**src/rtl/vgachargen_mem_ctrl_if.sv**
```systemverilog
// CPU-side word request bus into the text-mode memory controller.
// One request in flight; requester holds req_i until the ready_o pulse.
interface vgachargen_mem_ctrl_if;
   logic        req_i;
   logic        we_i;
   logic [11:0] addr_i;
   logic [3:0]  be_i;
   logic [31:0] wdata_i;
   logic        ready_o;
   logic [31:0] rdata_o;
   logic        err_o;

   modport master (
      output req_i, we_i, addr_i, be_i, wdata_i,
      input  ready_o, rdata_o, err_o
   );

   modport slave (
      input  req_i, we_i, addr_i, be_i, wdata_i,
      output ready_o, rdata_o, err_o
   );
endinterface

```
**src/rtl/vgachargen_mem_ctrl.sv**
```systemverilog
// Sequences CPU word accesses onto char map, colour map (byte-serial) and char table (RMW).
// Latency 1 (error) / 3-4 (char table) / 5-6 (maps) cycles; the requester is stalled until ready_o.
module vgachargen_mem_ctrl #(
   parameter int MAP_WORDS = 600,
   parameter int CT_WORDS  = 512
) (
   input  logic                   clk_i,
   input  logic                   rst_ni,
   vgachargen_mem_ctrl_if.slave   bus,
   output logic [11:0]            ch_map_addr_o,
   output logic                   ch_map_wen_o,
   output logic [7:0]             ch_map_wdata_o,
   input  logic [7:0]             ch_map_rdata_i,
   output logic [11:0]            col_map_addr_o,
   output logic                   col_map_wen_o,
   output logic [7:0]             col_map_wdata_o,
   input  logic [7:0]             col_map_rdata_i,
   output logic [6:0]             ch_t_addr_o,
   output logic                   ch_t_wen_o,
   output logic [127:0]           ch_t_wdata_o,
   input  logic [127:0]           ch_t_rdata_i
);

   localparam logic [10:0] MAP_LIM = 11'(MAP_WORDS);
   localparam logic [10:0] CT_LIM  = 11'(CT_WORDS);

   typedef enum logic [2:0] {
      IDLE, MAP_SEQ, MAP_DRAIN, CT_RD, CT_CAP, CT_WR, RESP
   } state_e;

   state_e         state_q,  state_d;
   logic           we_q,     we_d;
   logic [1:0]     region_q, region_d;
   logic [9:0]     idx_q,    idx_d;
   logic [3:0]     be_q,     be_d;
   logic [31:0]    wdata_q,  wdata_d;
   logic [1:0]     lane_q,   lane_d;
   logic           err_q,    err_d;
   logic [23:0]    rbuf_q,   rbuf_d;
   logic [127:0]   line_q,   line_d;
   logic [31:0]    rdata_q,  rdata_d;

   logic           req_err;
   logic [7:0]     map_rbyte;
   logic [6:0]     word_lsb;
   logic           ch_sel, col_sel, map_wen;
   logic [11:0]    map_addr;
   logic [7:0]     map_byte;

   assign map_rbyte = region_q[0] ? col_map_rdata_i : ch_map_rdata_i;
   assign word_lsb  = {idx_q[1:0], 5'd0};

   always_comb begin
      req_err = 1'b0;
      case (bus.addr_i[11:10])
         2'b00, 2'b01: req_err = ({1'b0, bus.addr_i[9:0]} >= MAP_LIM);
         2'b10:        req_err = ({1'b0, bus.addr_i[9:0]} >= CT_LIM);
         default:      req_err = 1'b1;
      endcase
   end

   always_comb begin
      state_d  = state_q;
      we_d     = we_q;
      region_d = region_q;
      idx_d    = idx_q;
      be_d     = be_q;
      wdata_d  = wdata_q;
      lane_d   = lane_q;
      err_d    = err_q;
      rbuf_d   = rbuf_q;
      line_d   = line_q;
      rdata_d  = rdata_q;
      case (state_q)
         IDLE: begin
            if (bus.req_i) begin
               we_d     = bus.we_i;
               region_d = bus.addr_i[11:10];
               idx_d    = bus.addr_i[9:0];
               be_d     = bus.be_i;
               wdata_d  = bus.wdata_i;
               lane_d   = 2'd0;
               err_d    = req_err;
               if (req_err) begin
                  rdata_d = '0;
                  state_d = RESP;
               end else if (!bus.addr_i[11]) begin
                  state_d = MAP_SEQ;
               end else begin
                  state_d = CT_RD;
               end
            end
         end
         MAP_SEQ: begin
            lane_d = lane_q + 2'd1;
            // BRAM data lags the address by one cycle, so lane L returns byte L-1
            if (!we_q && lane_q != 2'd0) begin
               rbuf_d[{lane_q - 2'd1, 3'd0} +: 8] = map_rbyte;
            end
            if (lane_q == 2'd3) begin
               if (we_q) begin
                  rdata_d = '0;
                  state_d = RESP;
               end else begin
                  state_d = MAP_DRAIN;
               end
            end
         end
         MAP_DRAIN: begin
            rdata_d = {map_rbyte, rbuf_q};
            state_d = RESP;
         end
         CT_RD: begin
            state_d = CT_CAP;
         end
         CT_CAP: begin
            if (we_q) begin
               line_d = ch_t_rdata_i;
               for (int b = 0; b < 4; b++) begin
                  if (be_q[b]) begin
                     line_d[word_lsb + 7'(8 * b) +: 8] = wdata_q[5'(8 * b) +: 8];
                  end
               end
               state_d = CT_WR;
            end else begin
               rdata_d = ch_t_rdata_i[word_lsb +: 32];
               state_d = RESP;
            end
         end
         CT_WR: begin
            rdata_d = '0;
            state_d = RESP;
         end
         RESP: begin
            state_d = IDLE;
         end
         default: begin
            state_d = IDLE;
         end
      endcase
   end

   always_ff @(posedge clk_i or negedge rst_ni) begin
      if (!rst_ni) begin
         state_q  <= IDLE;
         we_q     <= 1'b0;
         region_q <= 2'd0;
         idx_q    <= 10'd0;
         be_q     <= 4'd0;
         wdata_q  <= 32'd0;
         lane_q   <= 2'd0;
         err_q    <= 1'b0;
         rbuf_q   <= 24'd0;
         line_q   <= 128'd0;
         rdata_q  <= 32'd0;
      end else begin
         state_q  <= state_d;
         we_q     <= we_d;
         region_q <= region_d;
         idx_q    <= idx_d;
         be_q     <= be_d;
         wdata_q  <= wdata_d;
         lane_q   <= lane_d;
         err_q    <= err_d;
         rbuf_q   <= rbuf_d;
         line_q   <= line_d;
         rdata_q  <= rdata_d;
      end
   end

   assign ch_sel   = (state_q == MAP_SEQ) && (region_q == 2'b00);
   assign col_sel  = (state_q == MAP_SEQ) && (region_q == 2'b01);
   assign map_addr = {idx_q, lane_q};
   assign map_byte = wdata_q[{lane_q, 3'd0} +: 8];
   assign map_wen  = we_q && be_q[lane_q];

   assign ch_map_addr_o   = ch_sel ? map_addr : 12'd0;
   assign ch_map_wen_o    = ch_sel && map_wen;
   assign ch_map_wdata_o  = (ch_sel && map_wen) ? map_byte : 8'd0;
   assign col_map_addr_o  = col_sel ? map_addr : 12'd0;
   assign col_map_wen_o   = col_sel && map_wen;
   assign col_map_wdata_o = (col_sel && map_wen) ? map_byte : 8'd0;

   assign ch_t_addr_o  = (state_q == CT_RD || state_q == CT_WR) ? idx_q[8:2] : 7'd0;
   assign ch_t_wen_o   = (state_q == CT_WR);
   assign ch_t_wdata_o = (state_q == CT_WR) ? line_q : 128'd0;

   assign bus.ready_o = (state_q == RESP);
   assign bus.err_o   = (state_q == RESP) && err_q;
   assign bus.rdata_o = rdata_q;

endmodule
```
**src/flat_wrapper.sv**
```systemverilog
// flat-port wrapper written by rule: the top's interface ports become plain ports
module vgachargen_mem_ctrl_flat 
#(
   parameter int MAP_WORDS = 600,
   parameter int CT_WORDS  = 512
)
  (clk_i, rst_ni, ch_map_addr_o, ch_map_wen_o, ch_map_wdata_o, ch_map_rdata_i, col_map_addr_o, col_map_wen_o, col_map_wdata_o, col_map_rdata_i, ch_t_addr_o, ch_t_wen_o, ch_t_wdata_o, ch_t_rdata_i, bus_req_i, bus_we_i, bus_addr_i, bus_be_i, bus_wdata_i, bus_ready_o, bus_rdata_o, bus_err_o);
  vgachargen_mem_ctrl_if bus_i ();
  input  logic clk_i;
  input  logic rst_ni;
  output logic [11:0] ch_map_addr_o;
  output logic ch_map_wen_o;
  output logic [7:0] ch_map_wdata_o;
  input  logic [7:0] ch_map_rdata_i;
  output logic [11:0] col_map_addr_o;
  output logic col_map_wen_o;
  output logic [7:0] col_map_wdata_o;
  input  logic [7:0] col_map_rdata_i;
  output logic [6:0] ch_t_addr_o;
  output logic ch_t_wen_o;
  output logic [127:0] ch_t_wdata_o;
  input  logic [127:0] ch_t_rdata_i;
  input wire logic [$bits(bus_i.req_i)-1:0] bus_req_i;
  input wire logic [$bits(bus_i.we_i)-1:0] bus_we_i;
  input wire logic [$bits(bus_i.addr_i)-1:0] bus_addr_i;
  input wire logic [$bits(bus_i.be_i)-1:0] bus_be_i;
  input wire logic [$bits(bus_i.wdata_i)-1:0] bus_wdata_i;
  output wire logic [$bits(bus_i.ready_o)-1:0] bus_ready_o;
  output wire logic [$bits(bus_i.rdata_o)-1:0] bus_rdata_o;
  output wire logic [$bits(bus_i.err_o)-1:0] bus_err_o;
  assign bus_i.req_i = bus_req_i;
  assign bus_i.we_i = bus_we_i;
  assign bus_i.addr_i = bus_addr_i;
  assign bus_i.be_i = bus_be_i;
  assign bus_i.wdata_i = bus_wdata_i;
  assign bus_ready_o = bus_i.ready_o;
  assign bus_rdata_o = bus_i.rdata_o;
  assign bus_err_o = bus_i.err_o;
  vgachargen_mem_ctrl #(.MAP_WORDS(MAP_WORDS), .CT_WORDS(CT_WORDS)) u_core (.clk_i(clk_i), .rst_ni(rst_ni), .bus(bus_i), .ch_map_addr_o(ch_map_addr_o), .ch_map_wen_o(ch_map_wen_o), .ch_map_wdata_o(ch_map_wdata_o), .ch_map_rdata_i(ch_map_rdata_i), .col_map_addr_o(col_map_addr_o), .col_map_wen_o(col_map_wen_o), .col_map_wdata_o(col_map_wdata_o), .col_map_rdata_i(col_map_rdata_i), .ch_t_addr_o(ch_t_addr_o), .ch_t_wen_o(ch_t_wen_o), .ch_t_wdata_o(ch_t_wdata_o), .ch_t_rdata_i(ch_t_rdata_i));
endmodule
```
**config.mk**
```make
export PLATFORM = sky130hd
export DESIGN_NAME = vgachargen_mem_ctrl_flat
export DESIGN_NICKNAME = d
export VERILOG_FILES = /design/src/rtl/vgachargen_mem_ctrl_if.sv /design/src/rtl/vgachargen_mem_ctrl.sv /design/src/flat_wrapper.sv
export SDC_FILE = /design/constraint.sdc
export NUM_CORES = 1
export LEC_CHECK = 0
export ABC_AREA = 1
export BUFFER_PORTS_ARGS = -buffer_cell sky130_fd_sc_hd__buf_2
export CAP_MARGIN = 20
export CELL_PAD_IN_SITES_DETAIL_PLACEMENT = 1
export CELL_PAD_IN_SITES_GLOBAL_PLACEMENT = 1
export CORE_MARGIN = 4
export CORE_UTILIZATION = 36
export CTS_CLUSTER_DIAMETER = 50
export DETAILED_ROUTE_END_ITERATION = 8
export PLACE_DENSITY = 0.88
export SYNTH_ARGS = -nofsm -noshare
export SYNTH_HDL_FRONTEND = slang
export SYNTH_SLANG_ARGS = --single-unit
export TNS_END_PERCENT = 50
```
**constraint.sdc**
```tcl
create_clock -name clk_i -period 2.8 [get_ports clk_i]
set_input_delay 0.28 -clock clk_i [delete_from_list [all_inputs] [get_ports clk_i]]
set_output_delay 0.28 -clock clk_i [all_outputs]
set_load 0.005 [all_outputs]
```
Yosys cells after proc, flatten, opt, wreduce, memory -nomap -nowiden. Cells that the tools add are included. Widths: inputs -> output; s select.

Bits in registers: 239. Input bits: 196. Bits in read-only memories: 0. Latch bits: 0. Memories: 0. Bits in writable memories: 0.

Mux-type cells: 40. Bitwise operators: 0. Order comparisons: 3. Reductions and logical operators: 23. Add/subtract/negate cells: 10. Shift-type cells: 12. Divide/modulo/power cells: 0. Equality and inequality tests: 15. Multipliers: 0.

Operators by type and width (count): $mux 128 (11); $bwmux 128 (4); $shift 8x9->128 const A (4); $shiftx 1x9->128 const A (2); $shiftx 8x9->128 (2); $mux 32 (5); $pmux 32 s5 (1); $shiftx 128x8->32 (1); $neg 7->9 (4); $shiftx 32x6->8 (1); $bwmux 24 (1); $mux 12 (2); $mux 8 (3); $shift 8x7->24 const A (1); $shiftx 8x7->24 (1); $ge 10x10->1 const B (2); $pmux 3 s5 (1); $add 7x5->7 const B (2); $mux 3 (4); $reduce_and 2->1 (5); $eq 3x3->1 const B (3); $add 7x4->7 const B (1); $logic_and 1x1->1 (7); $mux 7 (1); 23 further kinds (34).

Logic depth before layout (Yosys ltp).
Depth after elaboration: 16. Depth in mapped cells: 12. Mapped depth without buffers: 9.

Worst setup path before layout. Ideal clock, no wire load.

Path type: register to register. Start: register u_core.idx_q[0]. End: register u_core.line_q[0]. Period minus slack after synthesis: 2.422 ns. Slack: 0.378 ns. Setup time: 0.087 ns. Data arrival time: 2.335 ns. Cell stages (with the launch flop): 11. Buffers on the path: 4. Cell sequence: dfrtp_1 buf_2 inv_1 buf_2 buf_2 buf_2 ha_1 clkinv_1 nor4_2 nand2_1 a22oi_1.

Word-level cells in the longest chain between the ends: 16.

RTL lines: from (decl) (line vgachargen_mem_ctrl.sv:34) `logic [9:0] idx_q, idx_d;`; from (signal assigned) (line vgachargen_mem_ctrl.sv:160) `idx_q <= idx_d;`; parallel branches: the longest is 15 deep, another holds $neg 7->9; $mux 128 * (line vgachargen_mem_ctrl.sv:120) `if (be_q[b]) begin`; to (signal assigned) (line vgachargen_mem_ctrl.sv:166) `line_q <= line_d;`; to (decl) (line vgachargen_mem_ctrl.sv:40) `logic [127:0] line_q, line_d;`.

Every way passes the cells marked *. The select of a mux whose other input is x is not followed. A chain may end at the register's enable or synchronous reset.

Final worst setup path.
Start: register u_core.state_q[0]. End: output col_map_wdata_o[3].

Word-level cells in the longest chain between the ends: 4.

RTL lines: from (decl) (line vgachargen_mem_ctrl.sv:31) `state_e state_q, state_d;`; from (signal assigned) (line vgachargen_mem_ctrl.sv:157) `state_q <= state_d;`; $eq 3x1->1 (line vgachargen_mem_ctrl.sv:172) `assign col_sel = (state_q == MAP_SEQ) && (region_q == 2'b01);`; $logic_and 1x1->1 (line vgachargen_mem_ctrl.sv:172); $logic_and 1x1->1 (line vgachargen_mem_ctrl.sv:182) `assign col_map_wdata_o = (col_sel && map_wen) ? map_byte : 8'd0;`; $mux 8 (line vgachargen_mem_ctrl.sv:182); to (decl) (line flat_wrapper.sv:17) `output logic [7:0] col_map_wdata_o;`.

Every way passes these cells.

==> impl_results.md <==
* Layout cells sized above 1 at a little under a quarter
* Design area at 17230 µm²
* Avg Synthesized Cell Area at around 7 µm²
* # Max-Cap Violations at 0
* Rel. slew slack at 52.01%
* Clock Latency Late Sink at 0.52 ns
* Iter 0 DRT Violations at roughly 1200
* Min setup slack post-route at around 0.13 ns
* Worst EP required at between 2 and 3 ns
* Final Hold Violating Endpoints at 0
* Synth Instances at 1828
* CORE AREA at ~36000 µm²
* Final Net Count at between 2000 and 2500
* Drt total wl at slightly above 60 mm
* Drt via density at 5.476
* Area grow syn2layout at 32.25%
* Total power at roughly 19 mW
* GRT Overall Usage at between 30 and 40%
* VDD IR max at ~0.00076 V
* Die span in y at between 150 and 200 µm
* Fmax achieved at ~380 MHz
* DRT Pass-1 Iters at 5
* Post-DP HPWL at 46.02 mm
* Synth top area share at around 46%
* Sink Count at around 240
* Synth Net Count at a little over 2000
* DR vias at around 15000
* CTS buffer count at 37
* Power density over cell area at approximately 1100 nW/µm²
* Reg clk slew, reported paths at ~0.05 ns
* Port Buf Inserts at between 400 and 500
* Die area at around 40000 µm²
* Worst Path Max Fanout at 9
* Register area share after synthesis at roughly 46%
* # DRC at 0
* Cells taking the most area after synthesis: dfrtp_1 (46%), nand2_1 (15%), nand3_1 (8.6%), nor2_1 (6.3%), inv_1 (5.0%)
* Initial antenna violation count at 13
* Fin crit share at a little over nine tenths
* H-tree levels at 2
* RSZ-0062 raised after global routing: true
* Worst setup path category: reg2out
* Pin count of the biggest net entering global routing at 94
* Comb pwr share at 44.0%
* CTS root buf: clkbuf_16
* Post-synthesis sequential element count at roughly 240
* Yosys warns at 0
* First-pass GRT wire length at a little over 90 mm
* Leakage at 9.138 nW
* Worst Tran Pin Value at 0.7124 ns
* Wire per inst at about 23 µm
* Flop pwr share at a little under a third
* Cell Area, Synth at around 13000 µm²
* Critical Path Source Type: flop
* Clock power share at around a quarter
* Clock Skews at 0.02361 ns
* GP Congestion at about 0.95
* Critical Path End Type: primary output
* Pre-CTS WS at roughly 0.49 ns
* Detail Route Antenna Nets at 0
* Die width at 198.2 µm
* Post-synth EDFFs at 0
* Clock Tree Buf Depth at 3
* Multi-input logic area at just under 6000 µm²
* Row cnt at a little under 70
* Reg area at around 6000 µm²
* Hold WS at 0.01067 ns
* WP data arrival at approximately 2.4 ns
* Hold/Removal Path Class: in2reg
* Fillers at roughly 4600
* Int Pwr at 10.57 mW
* Fraction of power spent switching nets at 45.34%
* Synth unique cells at 26
* Final setup fails at 0
* Min Tclk post-route at 2.666 ns
* # IOs at a little over 400
* Post-synth top flop: dfrtp_1
* Status: completed
* Fin. max-slew vios at 0
* Placed cell area at roughly 16000 µm²
* Post-synth top area cell: dfrtp_1
* Effective utilization at floorplan at 36.53%
* Switching power at ~9 mW
* Grt ovf at 0
* Via count of the first global-routing pass at approximately 15000
* CTS tree: yes
* Ys async rst share at 100.0%
-- sequential cells by signal, indices dropped and copies added (netlist names) --
signal              cells
u_core.bus.rdata_o     32
u_core.err_q            1
u_core.state_q          3
u_core.lane_q           2
u_core.rbuf_q          24
u_core.be_q             4
u_core.we_q             1
u_core.line_q         128
u_core.region_q         2
u_core.wdata_q         32
u_core.idx_q           10
-- area by class of cell --
| class | instances | share of cell area (%) |
|---|---|---|
| diodes | 8 | 0.1162 |
| multi-input cells | 1297 | 34.30 |
| clock inverters | 18 | 1.453 |
| clock buffers | 49 | 6.115 |
| well taps | 461 | 3.348 |
| repair buffers | 478 | 16.01 |
| flip-flops and latches | 239 | 34.73 |
| inverters | 179 | 3.929 |
-- cells by family (layout without fill, tap and decap cells) --
logic type	count (synthesis)	after routing	share of synthesized area, %
AOI/OAI and AO/OA	278	278	11.60
adders and majority gates	14	14	1.345
buffers and inverters	292	724	8.885
DFF	239	239	45.91
other	0	8	0
and+or+nand+nor	1005	1005	32.25
-- worst paths after layout --
kind                                           startpoint                        endpoint  slack (ns)  cells past startpoint
min                                         bus_addr_i[8]     u_core.idx_q[8]$_DFFE_PN0P_        0.01                      3
max reg2reg                  u_core.lane_q[1]$_DFFE_PN0P_   u_core.rbuf_q[14]$_DFFE_PN0P_        0.54                      7
min reg2reg                u_core.wdata_q[20]$_DFFE_PN0P_  u_core.wdata_q[20]$_DFFE_PN0P_        0.47                      2
max                         u_core.state_q[0]$_DFFE_PN0P_              col_map_wdata_o[3]        0.13                      8
max in group asynchronous                          rst_ni  u_core.line_q[110]$_DFFE_PN0P_        1.41                      3
min in group asynchronous                          rst_ni   u_core.line_q[21]$_DFFE_PN0P_        0.38                      2
-- cells in the mapped netlist (14+ instances only) --
cell type / count
nand2_1: 508
dfrtp_1: 239
nand3_1: 224
nor2_1: 219
inv_1: 175
o21ai_0: 110
o21ai_1: 69
clkbuf_1: 63
a21oi_1: 51
buf_2: 40
nand4_1: 34
a22oi_1: 32
o31ai_1: 16
ha_1: 14
-- power by group through the flow --
stage	Clock, mW	Combinational, mW	Sequential (mW)
floorplan	0	5.18	5.53
global placement	0	7.92	5.83
detailed placement	0	8.27	5.92
CTS	4.97	8.42	5.89
global route	5.12	9.36	6.05
finish	4.92	8.50	5.92
-- worst max-delay path, cell delays in order, from the launching register on --
cell and delay, ns:
dfrtp_1 0.54, nand2_1 0.17, nor2_2 0.24, inv_1 0.12, nor2_1 0.17, nand4_1 0.12, buf_4 0.22, nor2_1 0.15
buf_2 0.14
-- through the flow --
| step | setup TNS, ns | instances | utilization, % |
|---|---|---|---|
| floorplan | 0 | 1828 | - |
| global placement | 0 | 2615 | 43.51 |
| detailed placement | 0 | 2615 | 43.51 |
| CTS | 0 | 2720 | 48.23 |
| global route | -0.01453 | 2725 | 48.29 |
| finish | 0 | 2729 | 48.32 |
-- per-layer routing --
layer / vias up / wire (µm) / GRT usage, %
li1: 6710 / - / -
met1: 7252 / 24040 / 37.82
met2: 780 / 28530 / 49.11
met3: 187 / 5137 / 6.023
met4: 14 / 3965 / 16.93
met5: - / 84 / 0
-- layout by cell type, fill, tap and decap left out, drive strengths merged --
cell         count
nand2          509
a22oi           32
nor4             1
clkinvlp         4
bufinv           5
a21oi           51
clkinv           6
buf            442
clkbuf          49
ha              14
nor2           223
o21ai          179
dfrtp          239
nand3          225
diode            8
and2             8
nor3b            2
dlygate4sd3     36
nor3             3
o31ai           16
nand4           34
inv            182
-- what timing repair did --
action,in CTS,in global routing
endpoints found under the hold margin,116,0
resized for setup,1,2
hold buffers,36,0
endpoints found under the setup margin,2,30
pin swaps,1,0
setup buffers,2,1
No activity file was read; power rests on OpenSTA's default activity.
